[config.mk]
export PLATFORM = sky130hd
export DESIGN_NAME = aim_servo_controller
export DESIGN_NICKNAME = d
export VERILOG_FILES = /design/src/rtl/aim_servo_controller.sv
export SDC_FILE = /design/constraint.sdc
export NUM_CORES = 1
export LEC_CHECK = 0
export BUFFER_PORTS_ARGS = -buffer_cell sky130_fd_sc_hd__buf_2
export CAP_MARGIN = 20
export CORE_MARGIN = 3
export CORE_UTILIZATION = 30
export CTS_BUF_LIST = sky130_fd_sc_hd__clkbuf_4
export CTS_CLUSTER_SIZE = 10
export DETAILED_ROUTE_END_ITERATION = 8
export PLACE_DENSITY = 0.55
export SYNTH_ARGS = -nofsm -noshare
export SYNTH_HDL_FRONTEND = slang
export SYNTH_SLANG_ARGS = --single-unit
[constraint.sdc]
create_clock -name clk -period 16.58 [get_ports clk]
set_clock_uncertainty 0.05 [all_clocks]
set_input_delay 4.974 -clock clk [delete_from_list [all_inputs] [get_ports clk]]
set_output_delay 4.974 -clock clk [all_outputs]
set_load 0.01 [all_outputs]
[src/rtl/aim_servo_controller.sv]
`default_nettype none
// +--------------------------------------------------------------------------+
// | Module   : aim_servo_controller                                          |
// | Purpose  : Once per camera frame, picks the detected region nearest the  |
// |            screen centre. Converts its pixel error into pan/tilt pulse   |
// |            width corrections and drives two hobby-servo PWM outputs.     |
// | Option   : TRACK_SWEEP_EN - with no target and i_target_off set, pan     |
// |            sweeps between PW_MIN and PW_MAX instead of snapping home.    |
// | Revision : 1.0  initial release                                          |
// +--------------------------------------------------------------------------+
// | Ports                                                                    |
// |   clk                 in   1      system clock                           |
// |   reset               in   1      asynchronous active-high reset         |
// |   i_v_sync            in   1      camera vsync, rising edge = new frame  |
// |   i_aim_x_all         in   16x10  per-region target centre x             |
// |   i_aim_y_all         in   16x10  per-region target centre y             |
// |   i_aim_detected_all  in   16     per-region valid flags                 |
// |   i_target_off        in   1      no target seen for a long time         |
// |   o_pan_pwm           out  1      pan servo PWM                          |
// |   o_tilt_pwm          out  1      tilt servo PWM                         |
// |   o_pan_pw            out  11     current pan pulse width, us            |
// |   o_tilt_pw           out  11     current tilt pulse width, us           |
// |   o_sel_idx           out  4      region chosen last frame               |
// |   o_sel_valid         out  1      a region was chosen last frame         |
// |   o_busy              out  1      high while scanning / updating         |
// +--------------------------------------------------------------------------+
module aim_servo_controller #(
  parameter int CLK_PER_US = 25,
  parameter int PERIOD_US  = 20000,
  parameter int PW_MIN     = 1000,
  parameter int PW_MAX     = 2000,
  parameter int PW_CENTER  = 1500,
  parameter int CX         = 320,
  parameter int CY         = 240,
  parameter int DEADBAND   = 8,
  parameter int GAIN_SHIFT = 3
) (
  input  logic             clk,
  input  logic             reset,
  input  logic             i_v_sync,
  input  logic [15:0][9:0] i_aim_x_all,
  input  logic [15:0][9:0] i_aim_y_all,
  input  logic [15:0]      i_aim_detected_all,
  input  logic             i_target_off,
  output logic             o_pan_pwm,
  output logic             o_tilt_pwm,
  output logic [10:0]      o_pan_pw,
  output logic [10:0]      o_tilt_pw,
  output logic [3:0]       o_sel_idx,
  output logic             o_sel_valid,
  output logic             o_busy
);

  localparam int c_PS_W  = (CLK_PER_US > 1) ? $clog2(CLK_PER_US) : 1;
  localparam int c_US_W  = (PERIOD_US > 1) ? $clog2(PERIOD_US) : 1;
  localparam int c_CMP_W = (c_US_W > 11) ? c_US_W : 11;

  localparam logic [10:0] c_CX     = 11'(CX);
  localparam logic [10:0] c_CY     = 11'(CY);
  localparam logic [10:0] c_DB     = 11'(DEADBAND);
  localparam logic [10:0] c_PW_MIN = 11'(PW_MIN);
  localparam logic [10:0] c_PW_MAX = 11'(PW_MAX);
  localparam logic [10:0] c_PW_CTR = 11'(PW_CENTER);

  typedef enum logic [1:0] {
    S_IDLE   = 2'd0,
    S_SCAN   = 2'd1,
    S_UPDATE = 2'd2
  } state_t;

  state_t r_state;
  state_t w_state_nxt;

  // ---------------------------------------------------------------- helpers
  function automatic logic [10:0] f_absdiff(input logic [10:0] a, input logic [10:0] b);
    return (a >= b) ? (a - b) : (b - a);
  endfunction

  // Correction magnitude for one axis; zero inside the deadband, never below 1 outside it.
  function automatic logic [10:0] f_step(input logic [10:0] mag);
    logic [10:0] s;
    s = mag >> GAIN_SHIFT;
    if (mag <= c_DB)      return 11'd0;
    else if (s == 11'd0)  return 11'd1;
    else                  return s;
  endfunction

  function automatic logic [10:0] f_sat(input logic signed [12:0] v);
    if (v < $signed({2'b00, c_PW_MIN}))      return c_PW_MIN;
    else if (v > $signed({2'b00, c_PW_MAX})) return c_PW_MAX;
    else                                     return v[10:0];
  endfunction

  // ------------------------------------------------------------ frame start
  logic r_vs_d;
  logic w_frame_start;

  always_ff @(posedge clk or posedge reset) begin
    if (reset) r_vs_d <= 1'b0;
    else       r_vs_d <= i_v_sync;
  end

  assign w_frame_start = i_v_sync & ~r_vs_d;

  // -------------------------------------------------------------------- FSM
  logic [3:0] r_idx;

  always_ff @(posedge clk or posedge reset) begin
    if (reset) r_state <= S_IDLE;
    else       r_state <= w_state_nxt;
  end

  always_comb begin
    w_state_nxt = r_state;
    case (r_state)
      S_IDLE:   if (w_frame_start) w_state_nxt = S_SCAN;
      S_SCAN:   if (r_idx == 4'd15) w_state_nxt = S_UPDATE;
      S_UPDATE: w_state_nxt = S_IDLE;
      default:  w_state_nxt = S_IDLE;
    endcase
  end

  // ------------------------------------------------------------------- scan
  logic        r_found;
  logic [10:0] r_best_cost;
  logic [3:0]  r_best_idx;
  logic [9:0]  r_best_x;
  logic [9:0]  r_best_y;

  logic [10:0] w_cost;
  logic        w_better;

  assign w_cost = f_absdiff({1'b0, i_aim_x_all[r_idx]}, c_CX)
                + f_absdiff({1'b0, i_aim_y_all[r_idx]}, c_CY);
  // Strict less-than keeps the earlier (lower) index on a tie.
  assign w_better = i_aim_detected_all[r_idx] && (!r_found || (w_cost < r_best_cost));

  always_ff @(posedge clk or posedge reset) begin
    if (reset) begin
      r_idx       <= 4'd0;
      r_found     <= 1'b0;
      r_best_cost <= 11'd0;
      r_best_idx  <= 4'd0;
      r_best_x    <= 10'd0;
      r_best_y    <= 10'd0;
    end else if (r_state == S_IDLE) begin
      if (w_frame_start) begin
        r_idx   <= 4'd0;
        r_found <= 1'b0;
      end
    end else if (r_state == S_SCAN) begin
      r_idx <= r_idx + 4'd1;
      if (w_better) begin
        r_found     <= 1'b1;
        r_best_cost <= w_cost;
        r_best_idx  <= r_idx;
        r_best_x    <= i_aim_x_all[r_idx];
        r_best_y    <= i_aim_y_all[r_idx];
      end
    end
  end

  // ------------------------------------------------------------ correction
  logic [10:0] r_pan_pw;
  logic [10:0] r_tilt_pw;
  logic [3:0]  r_sel_idx;
  logic        r_sel_valid;

  logic               w_x_pos;
  logic               w_y_pos;
  logic [10:0]        w_step_x;
  logic [10:0]        w_step_y;
  logic signed [12:0] w_pan_wide;
  logic signed [12:0] w_tilt_wide;

  assign w_x_pos  = {1'b0, r_best_x} > c_CX;
  assign w_y_pos  = {1'b0, r_best_y} > c_CY;
  assign w_step_x = f_step(f_absdiff({1'b0, r_best_x}, c_CX));
  assign w_step_y = f_step(f_absdiff({1'b0, r_best_y}, c_CY));

  // Image y grows downward, so a target below centre needs the tilt pulse shortened.
  assign w_pan_wide  = w_x_pos ? ($signed({2'b00, r_pan_pw}) + $signed({2'b00, w_step_x}))
                               : ($signed({2'b00, r_pan_pw}) - $signed({2'b00, w_step_x}));
  assign w_tilt_wide = w_y_pos ? ($signed({2'b00, r_tilt_pw}) - $signed({2'b00, w_step_y}))
                               : ($signed({2'b00, r_tilt_pw}) + $signed({2'b00, w_step_y}));

`ifdef TRACK_SWEEP_EN
  logic               r_sweep_up;
  logic signed [12:0] w_sweep_wide;
  logic [10:0]        w_sweep_pw;
  logic               w_sweep_up_nxt;

  always_comb begin
    w_sweep_wide   = r_sweep_up ? ($signed({2'b00, r_pan_pw}) + 13'sd4)
                                : ($signed({2'b00, r_pan_pw}) - 13'sd4);
    w_sweep_pw     = w_sweep_wide[10:0];
    w_sweep_up_nxt = r_sweep_up;
    if (w_sweep_wide >= $signed({2'b00, c_PW_MAX})) begin
      w_sweep_pw     = c_PW_MAX;
      w_sweep_up_nxt = 1'b0;
    end else if (w_sweep_wide <= $signed({2'b00, c_PW_MIN})) begin
      w_sweep_pw     = c_PW_MIN;
      w_sweep_up_nxt = 1'b1;
    end
  end

  always_ff @(posedge clk or posedge reset) begin
    if (reset)
      r_sweep_up <= 1'b1;
    else if ((r_state == S_UPDATE) && !r_found && i_target_off)
      r_sweep_up <= w_sweep_up_nxt;
  end
`endif

  always_ff @(posedge clk or posedge reset) begin
    if (reset) begin
      r_pan_pw    <= c_PW_CTR;
      r_tilt_pw   <= c_PW_CTR;
      r_sel_idx   <= 4'd0;
      r_sel_valid <= 1'b0;
    end else if (r_state == S_UPDATE) begin
      if (r_found) begin
        r_sel_valid <= 1'b1;
        r_sel_idx   <= r_best_idx;
        r_pan_pw    <= f_sat(w_pan_wide);
        r_tilt_pw   <= f_sat(w_tilt_wide);
      end else begin
        r_sel_valid <= 1'b0;
        if (i_target_off) begin
`ifdef TRACK_SWEEP_EN
          r_pan_pw  <= w_sweep_pw;
`else
          r_pan_pw  <= c_PW_CTR;
`endif
          r_tilt_pw <= c_PW_CTR;
        end
      end
    end
  end

  // -------------------------------------------------------------------- PWM
  logic [c_PS_W-1:0] r_ps;
  logic [c_US_W-1:0] r_us;
  logic [10:0]       r_pan_sh;
  logic [10:0]       r_tilt_sh;
  logic              r_pan_pwm;
  logic              r_tilt_pwm;
  logic              w_tick;
  logic              w_wrap;
  logic [c_CMP_W-1:0] w_us_c;

  assign w_tick = (r_ps == c_PS_W'(CLK_PER_US - 1));
  assign w_wrap = (r_us == c_US_W'(PERIOD_US - 1));
  assign w_us_c = c_CMP_W'(r_us);

  // Shadows only reload as the count returns to 0, so a width change never
  // alters a pulse already in progress. Outputs are registered so they sit
  // low while reset is asserted.
  always_ff @(posedge clk or posedge reset) begin
    if (reset) begin
      r_ps       <= '0;
      r_us       <= '0;
      r_pan_sh   <= c_PW_CTR;
      r_tilt_sh  <= c_PW_CTR;
      r_pan_pwm  <= 1'b0;
      r_tilt_pwm <= 1'b0;
    end else begin
      if (w_tick) begin
        r_ps <= '0;
        if (w_wrap) begin
          r_us      <= '0;
          r_pan_sh  <= r_pan_pw;
          r_tilt_sh <= r_tilt_pw;
        end else begin
          r_us <= r_us + c_US_W'(1);
        end
      end else begin
        r_ps <= r_ps + c_PS_W'(1);
      end
      r_pan_pwm  <= (w_us_c < c_CMP_W'(r_pan_sh));
      r_tilt_pwm <= (w_us_c < c_CMP_W'(r_tilt_sh));
    end
  end

  assign o_pan_pwm   = r_pan_pwm;
  assign o_tilt_pwm  = r_tilt_pwm;
  assign o_pan_pw    = r_pan_pw;
  assign o_tilt_pw   = r_tilt_pw;
  assign o_sel_idx   = r_sel_idx;
  assign o_sel_valid = r_sel_valid;
  assign o_busy      = (r_state != S_IDLE);

endmodule
`default_nettype wire

---- Word level (Yosys, flattened, before mapping) ----
Index checks and enable logic that the tools add are counted.
cells by class
  $add $sub $neg .......................... 16
  magnitude comparators ................... 16
  equal/unequal tests ..................... 7
  multiplexer cells ....................... 36
  bitwise operators ....................... 3
  reductions and logical operators ........ 17
operators with widths
  cell                                                                 count
  2-to-1 mux 11 bit                                                    12
  binary-select mux 10 bit (select 4 bit)                              2
  less-than comparator 15 x 11 -> 1 bit                                2
  > comparator 13 x 12 -> 1 bit (second input constant)                2
  less-than comparator 13 x 11 -> 1 bit (second input constant)        2
  2-to-1 mux 13 bit                                                    2
  adder 11 x 11 -> 12 bit                                              2
  2-to-1 mux 8 bit                                                     3
  subtractor 11 x 11 -> 12 bit                                         2
  <= comparator 11 x 4 -> 1 bit (second input constant)                2
  zero test 11 bit                                                     2
  subtractor 10 x 8 -> 11 bit (second input constant)                  2
  subtractor 10 x 9 -> 11 bit (second input constant)                  2
  subtractor 8 x 10 -> 11 bit (first input constant)                   2
  subtractor 9 x 10 -> 11 bit (first input constant)                   2
  greater-or-equal comparator 10 x 8 -> 1 bit (second input constant)  2
  greater-or-equal comparator 10 x 9 -> 1 bit (second input constant)  2
  2-to-1 mux 10 bit                                                    2
  adder 15 x 1 -> 15 bit (second input constant)                       1
  equality test 15 bit (second input constant)                         1
  2-to-1 mux 15 bit                                                    1
  2-to-1 mux 4 bit                                                     3
  adder 11 bit                                                         1
  less-than comparator 11 bit                                          1
  other kinds (24)                                                     40
word-level totals
  bits in registers ....................... 114
  bits of input ports ..................... 340
  output and inout port bits .............. 30
  word-level logic and storage cells ...... 113

---- Logic depth before layout (Yosys ltp) ----
  depth after elaboration ................. 11
  depth in mapped cells ................... 34

---- Least setup slack after synthesis ----
OpenSTA, ideal clock, no wires.
  path kind ............................... input to register
  start point ............................. input port i_aim_y_all[70] in the netlist's numbering
  end point ............................... register r_best_y[0]
  setup time .............................. 125 ps
  arrival time ............................ 10453 ps
  data required time ...................... 16405 ps
  setup slack ............................. 5952 ps
  stages on the path ...................... 27
  cells stage by stage .................... mux4_2 > mux4_2 > inv_1 > ha_1 > nand2_1 > or3_1 > or2_1 > nand2_1 > mux2_2 > ha_1 > a21o_1 > a21oi_1 > o21ai_0 > a21oi_1 > o21bai_1 > a21oi_1 > o21bai_1 > a21oi_1 > xnor2_1 > ha_1 > nand3_1 > nand2_1 > a21oi_1 > nand2_1 > a21oi_1 > buf_2 > mux2_2
on the way
  word-level cells in the longest chain between the ends .. 9
  elaborated cells between the ends (all ways) .. 11
  those cells by class .................... 3 x add/sub; 2 x order compare; 3 x mux; 3 x reduce/logical
RTL lines
  what                                                 line  RTL
  from (decl)                                          42    input logic [15:0][9:0] i_aim_y_all,
  binary-select mux 10 bit (select 4 bit) (*)          134   + f_absdiff({1'b0, i_aim_y_all[r_idx]}, c_CY);
  2-to-1 mux 10 bit (not written as such) (*)          134
  subtractor 8 x 10 -> 11 bit (tied with other cells)  76    return (a >= b) ? (a - b) : (b - a);
  2-to-1 mux 11 bit (*)                                76
  adder 11 bit (*)                                     134
  net w_cost[9]                                        130   logic [10:0] w_cost;
  less-than comparator 11 bit (*)                      136   assign w_better = i_aim_detected_all[r_idx] && (!r_found || (w_cost < r_best_cost));
  logical OR 1 bit (*)                                 136
  logical AND 1 bit (*)                                136
  AND reduction 3 bit (no source line) (*)             --
  to (signal assigned)                                 158   r_best_y <= i_aim_y_all[r_idx];
  to (decl)                                            128   logic [9:0] r_best_y;
The timed path passes the listed nets; every way through them passes the cells marked *. The select of a mux whose other input is x is not followed.
A chain may end at the register's enable or synchronous reset.

---- Worst setup path after layout ----
  start point ............................. input port i_aim_x_all[91] in the netlist's numbering
  end point ............................... register r_best_y[3]
on the way
  word-level cells in the longest chain between the ends .. 9
  elaborated cells between the ends (all ways) .. 11
  those cells by class .................... 3 x add/sub; 2 x order compare; 3 x mux; 3 x reduce/logical
RTL lines
  what                                                 line  RTL
  from (decl)                                          41    input logic [15:0][9:0] i_aim_x_all,
  binary-select mux 10 bit (select 4 bit) (*)          133   assign w_cost = f_absdiff({1'b0, i_aim_x_all[r_idx]}, c_CX)
  2-to-1 mux 10 bit (not written as such) (*)          133
  subtractor 9 x 10 -> 11 bit (tied with other cells)  76
  2-to-1 mux 11 bit (*)                                76
  adder 11 bit (*)                                     134
  net w_cost[9]                                        130
  less-than comparator 11 bit (*)                      136
  logical OR 1 bit (*)                                 136
  logical AND 1 bit (*)                                136
  AND reduction 3 bit (no source line) (*)             --
Marks and branches as above.

==> reports/qor.yml <==
worst_setup_path:
  critical_path_required_ns: 16.94
  timing.critical_path.slowest_stage_cell: "mux4_2"
  regToRegStartpoint: "r_idx[0]"
  start_kind: "input port"
  timing.critical_path.to_type: "flip-flop"
  critical_path.startpoint: "i_aim_x_all[91]"
  worst_path_most_repeated_cell: "a21oi_1"
  cp_data_arrival_time_ns: 11.17
  critical_path.max_stage_delay_ns: 0.53
  critical_path_peak_fanout: 32
  worstSetupPathType: "in2reg"
layout:
  syn_to_final_growth_pct: 22.4
  post_route_cells_drive_above_1_share_pct: 37.6
  stdcell_area_sq_mm: 0.0141
  finish.net_count: 1977
route:
  postRouteWirelength_um: 40200
  drt_iter0_markers: 745
  drt-wirelength-per-cell_um: 19.4
  detailedRoute.firstPassIterationCount: 6
  final_antenna_net_count: 0
  drt-vias-per-instance: 5.17
  drcViolationCount: 0
  routed-via-count: 10726
synthesis:
  synthArstFlopShare_pct: 100
  syn-num-nets: 1632
  synth_edf_count: 0
  postSynthAreaPerCell_sq_um: 9.60
  synth-warning-count: 0
  synth_area_sq_mm: 0.0115
  ys.flop_type: "dfrtp_1"
  count_of_unique_library_cells_instantiated_by_yosys: 91
  synth_cells: 1199
  synth-seq-cells: 114
  synth.yosys.seq_area_share_pct: 25.1
clocking:
  hold_buffers: 0
  worst_skew_pair.late_latency_ns: 0.53
  tritoncts_num_sinks: 114
  tritoncts: "done"
  post_cts.resized_instances: 0
  clock-root-buffer: "clkbuf_4"
  tritoncts.num_buffers: 17
  clk_transition_reported_paths_ns: 0.10
  htreeDepth: 4
  ctsLongestPathBuffers: 2
  cts_setup_buffers: 0
sta:
  hold-worst-slack_ns: 0.435
  setup_tns_ns: 0
  setup_slack_ns: 5.77
  rsz0062_at_grt: "no"
  fin_crit_sh_pct: 65.2
  worst_max_slew_margin_expressed_relative_to_the_limit_pct: 31.2
  finalSetupViolCount: 0
  worstMarginPinSlew_ns: 1.03
  max_clk_rate_mhz: 92.5
  time_the_worst_path_needs_with_i_o_delays_and_setup_ns: 10.81
  number_of_hold_violations_in_the_final_report: 0
  report.final.slew_viol_count: 0
placed_design:
  io_buffer_count: 369
  dp_slack_ns: 5.21
  place_area_sq_mm: 0.0138
  hpwl_um: 33800
  place_congestion: 0.878
grt:
  maximum_number_of_pins_on_one_net_before_global_route_repair: 72
  number_of_antenna_violations_at_the_first_check_in_global_routing: 8
  grt_first_pass_wirelength_um: 61600
  vias_in_the_first_global_route: 10760
  globalRouteTotalUtil_pct: 19.3
  gr-total-overflow: 0
min_path:
  hp-class: "reg2reg"
  worstHoldStart: "o_sel_idx[2]"
floorplanning:
  die_height_um: 202
  floorplan.io_pins: 370
  design.die.area_sq_mm: 0.0407
  floorplan.initialDensity_pct: 30.5
  rows: 71
  die_width_um: 202
  coreArea_sq_mm: 0.0378
run:
  timing.max_cap.violations: 0
status:
  status: "completed"
worst max-delay path, delay by kind of cell:
| family | cells | cell delay [ns] |
|---|---|---|
| simple gates | 6 | 0.64 |
| mux | 4 | 1.65 |
| xor+xnor | 1 | 0.16 |
| fa+ha+maj | 3 | 0.76 |
| buf+inv | 4 | 0.74 |
| compound gates | 12 | 2.23 |
logic make-up after synthesis:
group / after synthesis / share of synthesized area [%]
and+or+nand+nor: 352 / 15.2
DFF: 114 / 25.1
AOI/OAI and AO/OA: 271 / 15.7
muxes: 150 / 22.9
adders and majority gates: 93 / 10.4
xor gates and xnor gates: 62 / 4.72
buffers and inverters: 157 / 5.90
final timing paths:
path,endpoint,slack [ns],cells past startpoint
min in group asynchronous,r_us[11],4.56,2
worst max register to register,r_best_y[3],8.42,30
worst max-delay path,r_best_y[3],5.77,30
max in group asynchronous,r_idx[2],10.75,3
worst min register to register,o_sel_idx[2],0.44,2
worst min-delay path,o_sel_idx[2],0.44,2
layout make-up:
cell class,instances,area (sq um)
timing repair buffer,381,1940
inverter,102,385
clock buffer,19,143
antenna,5,12.5
clock inverter,13,120
sequential,114,2900
fill,3890,23700
tap,511,639
multi-input combinational,928,7950
through the flow:
step / std cells / utilization [%]
2_1_floorplan: 1199 / -
3_3_place_gp: 2036 / 36.6
3_5_place_dp: 2036 / 36.6
4_1_cts: 2068 / 37.3
5_1_grt: 2072 / 37.3
6_report: 2073 / 37.3
layer usage:
layer  vias up  share of wire (%)  track usage [%]
met5         -                  0                0
met4         0                1.7             3.94
met3        35                5.5             3.30
met2       356                 49             33.0
met1      5207                 43             25.8
li1       5128                  -                -
Yosys cell counts, drive strengths merged (7+ instances only):
master,number,area [sq um]
a211oi,10,75.1
nand2,119,454
a21oi,68,352
buf,32,209
o22ai,9,70.1
mux4,86,1950
nor3b,8,60.1
nand3,33,165
nand4,12,75.1
and2,7,43.8
clkbuf,23,87.6
nor2,71,279
mux2,31,357
nor2b,18,113
dfstp,28,736
nand2b,16,108
and3,12,75.1
dfrtp,86,2150
inv,102,383
or2,7,46.3
a31oi,9,62.6
ha,88,1100
or3,9,61.3
o21ai,77,393
a21o,17,128
a22oi,10,75.1
mux2i,33,330
nor3,25,153
xnor2,45,394
xor2,17,149
placed cells by master (no fill, tap or decap), types with 45 or more instances in the layout:
cell type / instances
buf_2: 369
nand2_1: 116
inv_1: 101
ha_1: 88
dfrtp_1: 83
mux4_2: 82
o21ai_0: 69
nor2_1: 66
a21oi_1: 66
xnor2_1: 45
flip-flops by register name, indices dropped and copies added (netlist names):
register	count
o_pan_pw	11
o_pan_pwm	1
o_sel_idx	4
o_sel_valid	1
o_tilt_pw	11
o_tilt_pwm	1
r_best_cost	11
r_best_idx	4
r_best_x	10
r_best_y	10
r_found	1
r_idx	4
r_pan_sh	11
r_ps	5
r_state	2
r_tilt_sh	11
r_us	15
r_vs_d	1
Power is left out: the tool's default activity adds up to more than one toggle a clock period on the data nets, which glitch-free logic cannot reach.
